File: src/rtl/key_debounce_if.sv
// Push-button bus between the pad side and the debounced-level consumer.
interface key_debounce_if;
    logic key_i;
    logic key_o;
    logic busy_o;
    logic bounce_o;

    modport master (
        output key_i,
        input  key_o,
        input  busy_o,
        input  bounce_o
    );

    modport slave (
        input  key_i,
        output key_o,
        output busy_o,
        output bounce_o
    );
endinterface

File: src/rtl/key_debounce.sv
// Push-button debounce: 2-FF synchroniser, optional inversion, then a stable-time
// qualifying FSM producing a clean pressed level for the downstream edge detector.
module key_debounce #(
    parameter int unsigned DEBOUNCE_CYCLES = 1000000,
    parameter int unsigned CNT_W           = 20,
    parameter bit          KEY_ACTIVE_LOW  = 1'b1
) (
    input  logic          sys_clk,
    input  logic          sys_rst,
    key_debounce_if.slave key_bus
);

    if (DEBOUNCE_CYCLES < 1 || (CNT_W < 32 && DEBOUNCE_CYCLES >= (32'd1 << CNT_W)))
    begin : g_bad_cycles
        $error("key_debounce: DEBOUNCE_CYCLES must be in 1 .. 2**CNT_W-1");
    end

    localparam logic [CNT_W-1:0] LastCnt = CNT_W'(DEBOUNCE_CYCLES - 1);
    localparam bit               Direct  = (DEBOUNCE_CYCLES == 1);

    typedef enum logic [1:0] {
        StUp,
        StUpChk,
        StDn,
        StDnChk
    } state_e;

    state_e           state_q;
    logic [CNT_W-1:0] cnt_q;
    logic             ff1_q;
    logic             ff2_q;
    logic             key_q;
    logic             busy_q;
    logic             bounce_q;

    always_ff @(posedge sys_clk) begin
        if (sys_rst) begin
            ff1_q    <= 1'b0;
            ff2_q    <= 1'b0;
            state_q  <= StUp;
            cnt_q    <= '0;
            key_q    <= 1'b0;
            busy_q   <= 1'b0;
            bounce_q <= 1'b0;
        end else begin
            ff1_q    <= key_bus.key_i ^ KEY_ACTIVE_LOW;
            ff2_q    <= ff1_q;
            bounce_q <= 1'b0;
            // key_q/busy_q are updated alongside state_q so they always decode the new state.
            case (state_q)
                StUp: begin
                    if (ff2_q) begin
                        if (Direct) begin
                            state_q <= StDn;
                            key_q   <= 1'b1;
                            cnt_q   <= '0;
                        end else begin
                            state_q <= StUpChk;
                            busy_q  <= 1'b1;
                            cnt_q   <= CNT_W'(1);
                        end
                    end else begin
                        cnt_q <= '0;
                    end
                end
                StUpChk: begin
                    // A contrary sample wins even when the window completes on this edge.
                    if (!ff2_q) begin
                        state_q  <= StUp;
                        busy_q   <= 1'b0;
                        bounce_q <= 1'b1;
                        cnt_q    <= '0;
                    end else if (cnt_q == LastCnt) begin
                        state_q <= StDn;
                        key_q   <= 1'b1;
                        busy_q  <= 1'b0;
                        cnt_q   <= '0;
                    end else begin
                        cnt_q <= cnt_q + 1'b1;
                    end
                end
                StDn: begin
                    if (!ff2_q) begin
                        if (Direct) begin
                            state_q <= StUp;
                            key_q   <= 1'b0;
                            cnt_q   <= '0;
                        end else begin
                            state_q <= StDnChk;
                            busy_q  <= 1'b1;
                            cnt_q   <= CNT_W'(1);
                        end
                    end else begin
                        cnt_q <= '0;
                    end
                end
                StDnChk: begin
                    if (ff2_q) begin
                        state_q  <= StDn;
                        busy_q   <= 1'b0;
                        bounce_q <= 1'b1;
                        cnt_q    <= '0;
                    end else if (cnt_q == LastCnt) begin
                        state_q <= StUp;
                        key_q   <= 1'b0;
                        busy_q  <= 1'b0;
                        cnt_q   <= '0;
                    end else begin
                        cnt_q <= cnt_q + 1'b1;
                    end
                end
                default: begin
                    state_q <= StUp;
                    key_q   <= 1'b0;
                    busy_q  <= 1'b0;
                    cnt_q   <= '0;
                end
            endcase
        end
    end

    assign key_bus.key_o    = key_q;
    assign key_bus.busy_o   = busy_q;
    assign key_bus.bounce_o = bounce_q;

endmodule

File: src/flat_wrapper.sv
// flat-port wrapper written by rule: the top's interface ports become plain ports
module key_debounce_flat 
#(
    parameter int unsigned DEBOUNCE_CYCLES = 1000000,
    parameter int unsigned CNT_W           = 20,
    parameter bit          KEY_ACTIVE_LOW  = 1'b1
)
  (sys_clk, sys_rst, key_bus_key_i, key_bus_key_o, key_bus_busy_o, key_bus_bounce_o);
  key_debounce_if key_bus_i ();
  input  logic sys_clk;
  input  logic sys_rst;
  input wire logic [$bits(key_bus_i.key_i)-1:0] key_bus_key_i;
  output wire logic [$bits(key_bus_i.key_o)-1:0] key_bus_key_o;
  output wire logic [$bits(key_bus_i.busy_o)-1:0] key_bus_busy_o;
  output wire logic [$bits(key_bus_i.bounce_o)-1:0] key_bus_bounce_o;
  assign key_bus_i.key_i = key_bus_key_i;
  assign key_bus_key_o = key_bus_i.key_o;
  assign key_bus_busy_o = key_bus_i.busy_o;
  assign key_bus_bounce_o = key_bus_i.bounce_o;
  key_debounce #(.DEBOUNCE_CYCLES(DEBOUNCE_CYCLES), .CNT_W(CNT_W), .KEY_ACTIVE_LOW(KEY_ACTIVE_LOW)) u_core (.sys_clk(sys_clk), .sys_rst(sys_rst), .key_bus(key_bus_i));
endmodule
File: config.mk
export PLATFORM = sky130hd
export DESIGN_NAME = key_debounce_flat
export DESIGN_NICKNAME = d
export VERILOG_FILES = /design/src/rtl/key_debounce_if.sv /design/src/rtl/key_debounce.sv /design/src/flat_wrapper.sv
export SDC_FILE = /design/constraint.sdc
export NUM_CORES = 1
export LEC_CHECK = 0
export CAP_MARGIN = 25
export CELL_PAD_IN_SITES_DETAIL_PLACEMENT = 1
export CELL_PAD_IN_SITES_GLOBAL_PLACEMENT = 2
export CORE_MARGIN = 3
export CORE_UTILIZATION = 36
export CTS_CLUSTER_DIAMETER = 30
export CTS_CLUSTER_SIZE = 40
export DETAILED_ROUTE_END_ITERATION = 10
export GPL_TIMING_DRIVEN = 0
export PLACE_DENSITY_LB_ADDON = 0.1
export SYNTH_ARGS = -nofsm -noshare
export SYNTH_HDL_FRONTEND = slang
export SYNTH_SLANG_ARGS = --single-unit
File: constraint.sdc
create_clock -name sys_clk -period 2.8 [get_ports sys_clk]
set_input_delay 0.28 -clock sys_clk [delete_from_list [all_inputs] [get_ports sys_clk]]
set_output_delay 0.28 -clock sys_clk [all_outputs]
set_load 0.02 [all_outputs]
==> results.sh, run 1 <==
export IMPL_status="completed"
export IMPL_numPlacedInstances=183
export IMPL_path_max_fanout=10
export IMPL_synth_cell_types=35
export IMPL_ir_drop_mv=0.262
export IMPL_crit_type="reg2reg"
export IMPL_cts_buffers=3
export IMPL_utilization_pct=43.0
export IMPL_yosysWarnings=0
export IMPL_syn_area_per_cell_um2=9.03
export IMPL_power_density_mw_per_mm2=445
export IMPL_tightest_slew_ns=0.402
export IMPL_tns_ns=0
export IMPL_postRouteAntennaNets=0
export IMPL_clock_latency_ns=0.33
export IMPL_post_drt_wl_per_cell_um=13.4
export IMPL_fmax_ghz=0.428
export IMPL_cts_buffer_depth=2
export IMPL_synth_area_mm2=0.00121
export IMPL_drtIter0Drc=15
export IMPL_dieArea_mm2=0.00409
export IMPL_synth_flop_cell="dfxtp_1"
export IMPL_hold_buffers=0
export IMPL_h_tree_depth=1
export IMPL_io_pins=6
export IMPL_syn_num_nets=138
export IMPL_core_area_mm2=0.00313
export IMPL_instances_no_fill=187
export IMPL_area_growth_pct=11.2
export IMPL_clock_sinks=27
export IMPL_met1_usage_pct=16.0
export IMPL_fin_skew_ns=0.0119
export IMPL_cts_repair_resized=0
export IMPL_cts_tree="done"
export IMPL_max_slew_margin_pct=73.2
export IMPL_finalCriticalPeriod_ns=2.34
export IMPL_layout_commonest_cell="dfxtp_1"
export IMPL_io_buffers=5
export IMPL_met2_usage_pct=23.0
export IMPL_cap_violations=0
export IMPL_n_antenna_cell=0
export IMPL_drive_above_1_share_pct=6.99
export IMPL_p_leak_nw=0.398
export IMPL_hpwl_um=1900
export IMPL_grt_usage_pct=13.1
export IMPL_ys_seq_elements=27
export IMPL_path_common_cell="or4_1"
export IMPL_syn_inst=134
export IMPL_postCtsSetupRepairBufs=0
export IMPL_gr_total_overflow=0
export IMPL_cts_root_buf="clkbuf_4"
export IMPL_ys_seq_area_share_pct=44.7
export IMPL_fp_row_count=20
export IMPL_async_flop_share_pct=0
export IMPL_drc=0
export IMPL_vias=965
export IMPL_required_ns=3.04
export IMPL_crit_chain="or4_1, or4_1, buf_2, o2111ai_4, buf_6, nor2_1"
export IMPL_dieWidth_um=64.0
export IMPL_grt_pass1_wl_um=4340
export IMPL_worstSetupStartpointType="register"
export IMPL_slowest_stage="or4_1"
export IMPL_hold_viol_final=0
export IMPL_layout_common_cells="27 x dfxtp_1, 21 x nor2_1, 9 x nand3_1"
export IMPL_first_pass_iters=4
export IMPL_place_congestion=0.820
export IMPL_rsz0062_at_grt="false"
export IMPL_setup_slack_ns=0.463
export IMPL_initial_core_util_pct=38.7
export IMPL_period_share_pct=83.4
export IMPL_worstSetupEndpointType="register"
export IMPL_via_per_inst=5.16
export IMPL_grt_busiest_layer="met2"
export IMPL_first_global_vias=948
export IMPL_fin_nets=148
export IMPL_die_h_um=64.0
export IMPL_hold_path_class="in2reg"
export IMPL_slowest_delay_ns=0.54
export IMPL_routed_wl_um=2500
export IMPL_final_max_slew_viol_count=0
export IMPL_met3_usage_pct=3.69
export IMPL_hold_ws_ns=0.453
export IMPL_dp_slack_ns=0.436
export IMPL_setup_viol=0
export IMPL_synth_edff_count=0
export IMPL_grt_max_degree=17
export IMPL_antenna_found_initial=0
export IMPL_crit_arrival_ns=2.58
export IMPL_clk_pin_slew_worst_paths_ns=0.16
-- sequential cells by signal (all words and copies together) (netlist names), named ones only --
register / flops
u_core.cnt_q: 20
u_core.ff2_q: 1
u_core.key_bus.key_o: 1
u_core.state_q: 1
u_core.key_bus.busy_o: 1
u_core.key_bus.bounce_o: 1
u_core.ff1_q: 1
-- report_power, final --
group | total, W | switching, W | internal [W]
combinational | 0.0000270 | 0.0000135 | 0.0000136
clock | 0.000179 | 0.000124 | 0.0000547
sequential | 0.000394 | 0.00000361 | 0.000390
total | 0.000599 | 0.000141 | 0.000458
-- critical path: cells and delay by family, from the launching register on --
kind / cells / cell delay, ns
buffers and inverters: 2 / 0.39
DFF: 1 / 0.37
AOI/OAI and AO/OA: 1 / 0.37
and+or+nand+nor: 3 / 1.11
-- per-layer routing --
layer | up-vias | share of wire (%)
met1 | 459 | 48
li1 | 499 | -
met5 | - | 0
met2 | 5 | 49
met3 | 2 | 2.4
met4 | 0 | 0.56
-- final timing paths --
path | from | to | slack (ns) | cells after the start
setup reg to reg | u_core.cnt_q[10]$_SDFF_PP0_ | u_core.cnt_q[14]$_SDFF_PP0_ | 0.46 | 6
hold / removal | key_bus_key_i | u_core.ff1_q$_SDFF_PP0_ | 0.45 | 2
setup / recovery | u_core.cnt_q[10]$_SDFF_PP0_ | u_core.cnt_q[14]$_SDFF_PP0_ | 0.46 | 6
hold reg to reg | u_core.ff1_q$_SDFF_PP0_ | u_core.ff2_q$_SDFF_PP0_ | 0.46 | 1
-- logic make-up (layout without fill, tap and decap cells) --
kind of cell    Yosys count  after routing  synth area share (%)
buf+inv                   9             18                  3.52
compound gates           17             17                  10.8
simple gates             64             64                  28.4
flops                    27             27                  44.7
fa+ha+maj                 1              1                  1.03
xor+xnor                 16             16                  11.6
-- per-stage QoR --
stage	instance area [um^2]	power [W]
2_1_floorplan	1210	0.000416
3_3_place_gp	1320	0.000428
3_5_place_dp	1320	0.000429
4_1_cts	1350	0.000610
5_1_grt	1350	0.000625
6_report	1350	0.000599
-- area by class of cell --
class,instances,area [um^2]
fillers,372,1780
multi-input cells,98,627
flip-flops and latches,27,541
well taps,44,55.1
repair buffers,5,50.0
plain buffers,5,27.5
clock buffers,3,22.5
inverters,4,15.0
clock inverters,1,7.51
-- cells in the mapped netlist (2+ instances only) --
master | instances | area, um^2
and3_1 | 2 | 12.5
dfxtp_1 | 27 | 541
o21a_1 | 2 | 15.0
nor3_1 | 3 | 15.0
xnor2_1 | 8 | 70.1
and4_1 | 3 | 26.3
nand3_1 | 9 | 45.0
nor2_1 | 21 | 78.8
a21oi_1 | 5 | 25.0
xor2_1 | 8 | 70.1
nand4_1 | 4 | 25.0
nand2_1 | 7 | 26.3
clkbuf_1 | 3 | 11.3
or4_1 | 4 | 30.0
inv_1 | 4 | 15.0
or3_1 | 3 | 18.8
o21ai_0 | 3 | 15.0
Note: power is estimated with default switching activity, not from simulation.
==> run 2, diff against run 1 <==
--- a/config.mk
+++ b/config.mk
@@ -9,7 +9,7 @@
 export CELL_PAD_IN_SITES_DETAIL_PLACEMENT = 1
 export CELL_PAD_IN_SITES_GLOBAL_PLACEMENT = 2
 export CORE_MARGIN = 3
-export CORE_UTILIZATION = 36
+export CORE_UTILIZATION = 32
 export CTS_CLUSTER_DIAMETER = 30
 export CTS_CLUSTER_SIZE = 40
 export DETAILED_ROUTE_END_ITERATION = 10
==> constraint.sdc (replaced) <==
create_clock -name sys_clk -period 2 [get_ports sys_clk]
set_input_delay 0.2 -clock sys_clk [delete_from_list [all_inputs] [get_ports sys_clk]]
set_output_delay 0.2 -clock sys_clk [all_outputs]
set_load 0.02 [all_outputs]
==> run 2 against run 1 <==
The run now ends with setup timing left. Register-to-register slack lost 0.53 ns. Clock skew shrank 0.0021 ns. Sequential share of layout area shrank 3.8 points. Largest cell class unchanged.
==> results.sh, run 2 (synthesis results as in run 1) <==
export IMPL_rrSetupSlack_ns=-0.06
export IMPL_dp_slack_ns=-0.276
export IMPL_crit_arrival_ns=2.26
export IMPL_die_h_um=67.5
export IMPL_hold_buffers=0
export IMPL_fin_skew_ns=0.00979
export IMPL_path_max_fanout=4
export IMPL_cts_root_buf="clkbuf_8"
export IMPL_drc=0
export IMPL_initial_core_util_pct=34.6
export IMPL_antenna_found_initial=0
export IMPL_grt_pass1_wl_um=4920
export IMPL_routed_wl_um=2730
export IMPL_hpwl_um=1960
export IMPL_core_area_mm2=0.00349
export IMPL_hold_path_endpoint="u_core.ff1_q$_SDFF_PP0_"
export IMPL_tightest_slew_ns=0.379
export IMPL_dieArea_mm2=0.00455
export IMPL_ff_latch_area_um2=549
export IMPL_hold_path_class="in2reg"
export IMPL_seq_power_share_pct=59.6
export IMPL_cts_tree="done"
export IMPL_rr_worst_depth=4
export IMPL_violations="setup timing"
export IMPL_p_comb_share_pct=4.6
export IMPL_layout_common_cells="22 x dfxtp_1, 17 x nor2_1, 11 x buf_4"
export IMPL_fin_nets=157
export IMPL_drive_above_1_share_pct=23.7
export IMPL_place_congestion=0.751
export IMPL_cap_violations=0
export IMPL_multi_input_area_um2=662
export IMPL_ir_drop_mv=0.296
export IMPL_p_int_w=0.000712
export IMPL_crit_type="reg2reg"
export IMPL_grt_usage_pct=14.4
export IMPL_final_max_slew_viol_count=0
export IMPL_worstSetupStartpointType="register"
export IMPL_fmax_ghz=0.484
export IMPL_setup_viol=20
export IMPL_fillerInstances=412
export IMPL_period_share_pct=103
export IMPL_vias=1009
export IMPL_swShare_pct=22.6
export IMPL_clock_sinks=27
export IMPL_hp_start="key_bus_key_i"
export IMPL_gr_total_overflow=0
export IMPL_clk_pin_slew_worst_paths_ns=0.10
export IMPL_required_ns=2.19
export IMPL_layout_commonest_cell="dfxtp_1"
export IMPL_post_drt_wl_per_cell_um=13.8
export IMPL_via_per_inst=5.10
export IMPL_worstSetupEndpointType="register"
export IMPL_cts_buffers=3
export IMPL_hold_viol_final=0
export IMPL_hold_ws_ns=0.436
export IMPL_drtIter0Drc=31
export IMPL_finalCriticalPeriod_ns=2.06
export IMPL_min_path_cells=2
export IMPL_p_leak_nw=0.479
export IMPL_switchingPower_w=0.000208
export IMPL_status="complete, but fails checks"
export IMPL_largest_register="u_core.cnt_q"
export IMPL_fp_row_count=21
export IMPL_power_density_mw_per_mm2=609
export IMPL_first_global_vias=1025
export IMPL_dieWidth_um=67.5
export IMPL_clock_latency_ns=0.28
export IMPL_postRouteAntennaNets=0
export IMPL_n_antenna_cell=0
export IMPL_area_growth_pct=24.8
export IMPL_io_pins=6
export IMPL_rsz0062_at_grt="true"
export IMPL_r2r_end="u_core.key_bus.key_o$_SDFFE_PP0P_"
export IMPL_setup_slack_ns=-0.0647
export IMPL_io_buffers=5
export IMPL_h_tree_depth=1
export IMPL_largest_reg_flops=20
export IMPL_r2r_start="u_core.cnt_q[6]$_SDFF_PP0_"
export IMPL_tns_ns=-0.542
export IMPL_clock_power_share_pct=35.7
export IMPL_first_pass_iters=4
export IMPL_cts_buffer_depth=2
export IMPL_max_slew_margin_pct=74.4
export IMPL_grt_max_degree=18
[run 2: per-layer routing]
metal	global-route usage (%)	routed length (um)	vias to the layer above
met2	22.4	1280	8
met4	3.04	20	0
met5	0	0	-
met1	19.8	1370	492
met3	3.99	66	2
li1	-	-	507
[run 2: area by class of cell]
cell class	count	share of cell area [%]
repair buffers	17	10.1
flip-flops and latches	27	36.4
clock buffers	3	2.73
plain buffers	2	1.57
inverters	4	0.994
clock inverters	1	0.580
multi-input cells	98	43.8
well taps	46	3.81
[run 2: repair_timing]
action	4_1_cts	5_1_grt
gates cloned	0	0
endpoints found under the setup margin	21	20
pin swaps	2	2
resized for setup	10	8
setup buffers	8	4
[run 2: through the flow]
stage | instance area, um^2 | utilization [%] | power, W | std cells
floorplan | 1220 | - | 0.000582 | 134
global placement | 1330 | 37.9 | 0.000600 | 185
detailed placement | 1330 | 37.9 | 0.000602 | 185
CTS | 1460 | 41.7 | 0.000937 | 194
global route | 1510 | 43.2 | 0.000971 | 198
finish | 1510 | 43.2 | 0.000920 | 198
[run 2: power groups by stage]
| stage | logic [W] | registers, W | clock network (W) |
|---|---|---|---|
| floorplan | 0.0000148 | 0.000568 | 0 |
| CTS | 0.0000427 | 0.000548 | 0.000346 |
| detailed placement | 0.0000392 | 0.000562 | 0 |
| finish | 0.0000428 | 0.000548 | 0.000329 |
| global placement | 0.0000378 | 0.000562 | 0 |
| global route | 0.0000465 | 0.000550 | 0.000375 |
[run 2: critical path, cell delays in order (launching register included)]
cell and delay [ns]:
dfxtp_4 0.36, or4b_1 0.49, or4_4 0.55, or4_4 0.50, o311ai_2 0.08
[run 2: worst max-delay path by stage]
stage                                            from                                 to  cells after the start
after floorplan            u_core.cnt_q[6]$_SDFF_PP0_  u_core.key_bus.key_o$_SDFFE_PP0P_                      5
after global placement     u_core.cnt_q[9]$_SDFF_PP0_        u_core.cnt_q[12]$_SDFF_PP0_                      6
after detailed placement  u_core.cnt_q[10]$_SDFF_PP0_        u_core.cnt_q[12]$_SDFF_PP0_                      6
after CTS                 u_core.cnt_q[10]$_SDFF_PP0_        u_core.cnt_q[12]$_SDFF_PP0_                      6
after global routing      u_core.cnt_q[12]$_SDFF_PP0_        u_core.cnt_q[17]$_SDFF_PP0_                      6
final                      u_core.cnt_q[6]$_SDFF_PP0_  u_core.key_bus.key_o$_SDFFE_PP0P_                      4
==> run 3, diff against run 2 <==
--- a/config.mk
+++ b/config.mk
@@ -6,7 +6,7 @@
 export NUM_CORES = 1
 export LEC_CHECK = 0
 export CAP_MARGIN = 25
-export CELL_PAD_IN_SITES_DETAIL_PLACEMENT = 1
+export CELL_PAD_IN_SITES_DETAIL_PLACEMENT = 2
 export CELL_PAD_IN_SITES_GLOBAL_PLACEMENT = 2
 export CORE_MARGIN = 3
 export CORE_UTILIZATION = 32
==> run 3 against run 2 <==
The run still ends with setup timing left. Largest cell class unchanged. Maximum frequency down 1.8%. Critical endpoint unchanged. Final area down 1.6%. Combinational power up 13%. Flip-flop and latch count unchanged. Setup slack worse by 0.038 ns.
==> results.sh, run 3 (synthesis results as in run 1) <==
export IMPL_power_total_w=0.000905
export IMPL_crit_type="reg2reg"
export IMPL_utilization_pct=42.5
export IMPL_clock_latency_ns=0.27
export IMPL_cts_tree="done"
export IMPL_postRouteAntennaNets=0
export IMPL_cts_buffer_depth=2
export IMPL_required_ns=2.18
export IMPL_area_growth_pct=22.9
export IMPL_hold_viol_final=0
export IMPL_p_leak_nw=0.448
export IMPL_io_pins=6
export IMPL_place_congestion=0.751
export IMPL_worstSetupStartpointType="register"
export IMPL_tns_ns=-0.969
export IMPL_path_delay_family="simple AND/OR/NAND/NOR gates"
export IMPL_min_path_cells=2
export IMPL_fin_nets=151
export IMPL_h_tree_depth=1
export IMPL_finalCriticalPeriod_ns=2.10
export IMPL_cts_buffers=3
export IMPL_grt_max_degree=15
export IMPL_cp_num_cells=4
export IMPL_setup_viol=21
export IMPL_first_pass_iters=2
export IMPL_hpwl_um=2080
export IMPL_routed_wl_um=3090
export IMPL_via_per_inst=5.32
export IMPL_path_max_fanout=3
export IMPL_setup_slack_ns=-0.103
export IMPL_slowest_delay_ns=0.57
export IMPL_dp_slack_ns=-0.308
export IMPL_fp_row_count=21
export IMPL_vias=1021
export IMPL_crit_chain="or4_4, or4_4, or4_4, o311ai_4"
export IMPL_first_global_vias=1094
export IMPL_dieArea_mm2=0.00455
export IMPL_rsz0062_at_grt="true"
export IMPL_cts_root_buf="clkbuf_8"
export IMPL_core_area_mm2=0.00349
export IMPL_ff_latch_area_um2=552
export IMPL_layout_commonest_cell="dfxtp_1"
export IMPL_dieWidth_um=67.5
export IMPL_tightest_slew_ns=0.355
export IMPL_drtIter0Drc=35
export IMPL_drc=0
export IMPL_cp_buffers_inverters=0
export IMPL_largest_register="u_core.cnt_q"
export IMPL_post_drt_wl_per_cell_um=16.1
export IMPL_hold_buffers=0
export IMPL_grt_pass1_wl_um=5310
export IMPL_initial_core_util_pct=34.6
export IMPL_path_common_cell="or4_4"
export IMPL_power_density_mw_per_mm2=609
export IMPL_rrSetupSlack_ns=-0.10
export IMPL_rr_worst_depth=4
export IMPL_crit_arrival_ns=2.28
export IMPL_status="complete, but fails checks"
export IMPL_max_slew_margin_pct=76.0
export IMPL_gr_total_overflow=0
export IMPL_largest_reg_flops=20
export IMPL_n_antenna_cell=0
export IMPL_cap_violations=0
export IMPL_hold_ws_ns=0.445
export IMPL_io_buffers=5
export IMPL_fin_skew_ns=0.00177
export IMPL_r2r_start="u_core.cnt_q[10]$_SDFF_PP0_"
export IMPL_die_h_um=67.5
export IMPL_violations="setup timing"
export IMPL_layout_common_cells="20 x dfxtp_1, 11 x nor2_2, 10 x nor2_1"
export IMPL_clk_pin_slew_worst_paths_ns=0.09
export IMPL_hold_path_endpoint="u_core.ff1_q$_SDFF_PP0_"
export IMPL_fmax_ghz=0.476
export IMPL_grt_usage_pct=15.8
export IMPL_r2r_end="u_core.key_bus.key_o$_SDFFE_PP0P_"
export IMPL_drive_above_1_share_pct=26.0
export IMPL_multi_input_area_um2=691
export IMPL_hold_path_class="in2reg"
export IMPL_period_share_pct=105
export IMPL_slowest_stage="or4_4"
export IMPL_final_max_slew_viol_count=0
export IMPL_clock_sinks=27
export IMPL_worstSetupEndpointType="register"
export IMPL_antenna_found_initial=0
export IMPL_fillerInstances=403
export IMPL_ir_drop_mv=0.286
export IMPL_hp_start="key_bus_key_i"
[run 3: layer usage]
layer  global-route usage (%)  part of all wire (%)  routed length (um)
met2                     25.2                    47                1460
met3                     3.49                   1.1                  33
met5                        0                     0                   0
met1                     20.6                    51                1580
met4                     6.08                  0.74                  23
[run 3: where the power goes]
part	internal, W	switching [W]
clock	0.000143	0.000166
sequential	0.000543	0.00000483
combinational	0.0000243	0.0000241
[run 3: metrics by stage]
step           instance area, um^2  std cells
4_1_cts                       1460        193
5_1_grt                       1490        192
3_5_place_dp                  1330        185
6_report                      1490        192
3_3_place_gp                  1330        185
2_1_floorplan                 1220        134
[run 3: worst register-to-register path: cells and delay by family (launching register included)]
| kind | cells | cell delay [ns] |
|---|---|---|
| simple gates | 3 | 1.60 |
| flops | 1 | 0.33 |
| compound gates | 1 | 0.08 |
[run 3: how the worst max path moves through the flow]
stage | from | endpoint | slack (ns)
2_1_floorplan | u_core.cnt_q[6]$_SDFF_PP0_ | u_core.key_bus.key_o$_SDFFE_PP0P_ | -0.08
4_1_cts | u_core.cnt_q[10]$_SDFF_PP0_ | u_core.key_bus.key_o$_SDFFE_PP0P_ | -0.12
5_1_grt | u_core.cnt_q[10]$_SDFF_PP0_ | u_core.key_bus.key_o$_SDFFE_PP0P_ | -0.14
3_3_place_gp | u_core.cnt_q[9]$_SDFF_PP0_ | u_core.cnt_q[12]$_SDFF_PP0_ | -0.30
3_5_place_dp | u_core.cnt_q[9]$_SDFF_PP0_ | u_core.cnt_q[12]$_SDFF_PP0_ | -0.31
6_report | u_core.cnt_q[10]$_SDFF_PP0_ | u_core.key_bus.key_o$_SDFFE_PP0P_ | -0.10
[run 3: final cells by class]
class / count / area share, %
buffer: 2 / 1.01
clock buffer: 4 / 3.03
inverter: 4 / 1.01
multi-input combinational: 98 / 46.5
sequential: 27 / 37.1
tap: 46 / 3.87
timing repair buffer: 11 / 7.49
[run 3: what timing repair did]
| item | 4_1_cts | 5_1_grt |
|---|---|---|
| setup buffers | 5 | 0 |
| resized for setup | 15 | 13 |
| endpoints found under the hold margin | 0 | 0 |
| pin swaps | 3 | 1 |
| gates cloned | 1 | 0 |
| setup endpoints to repair | 21 | 23 |
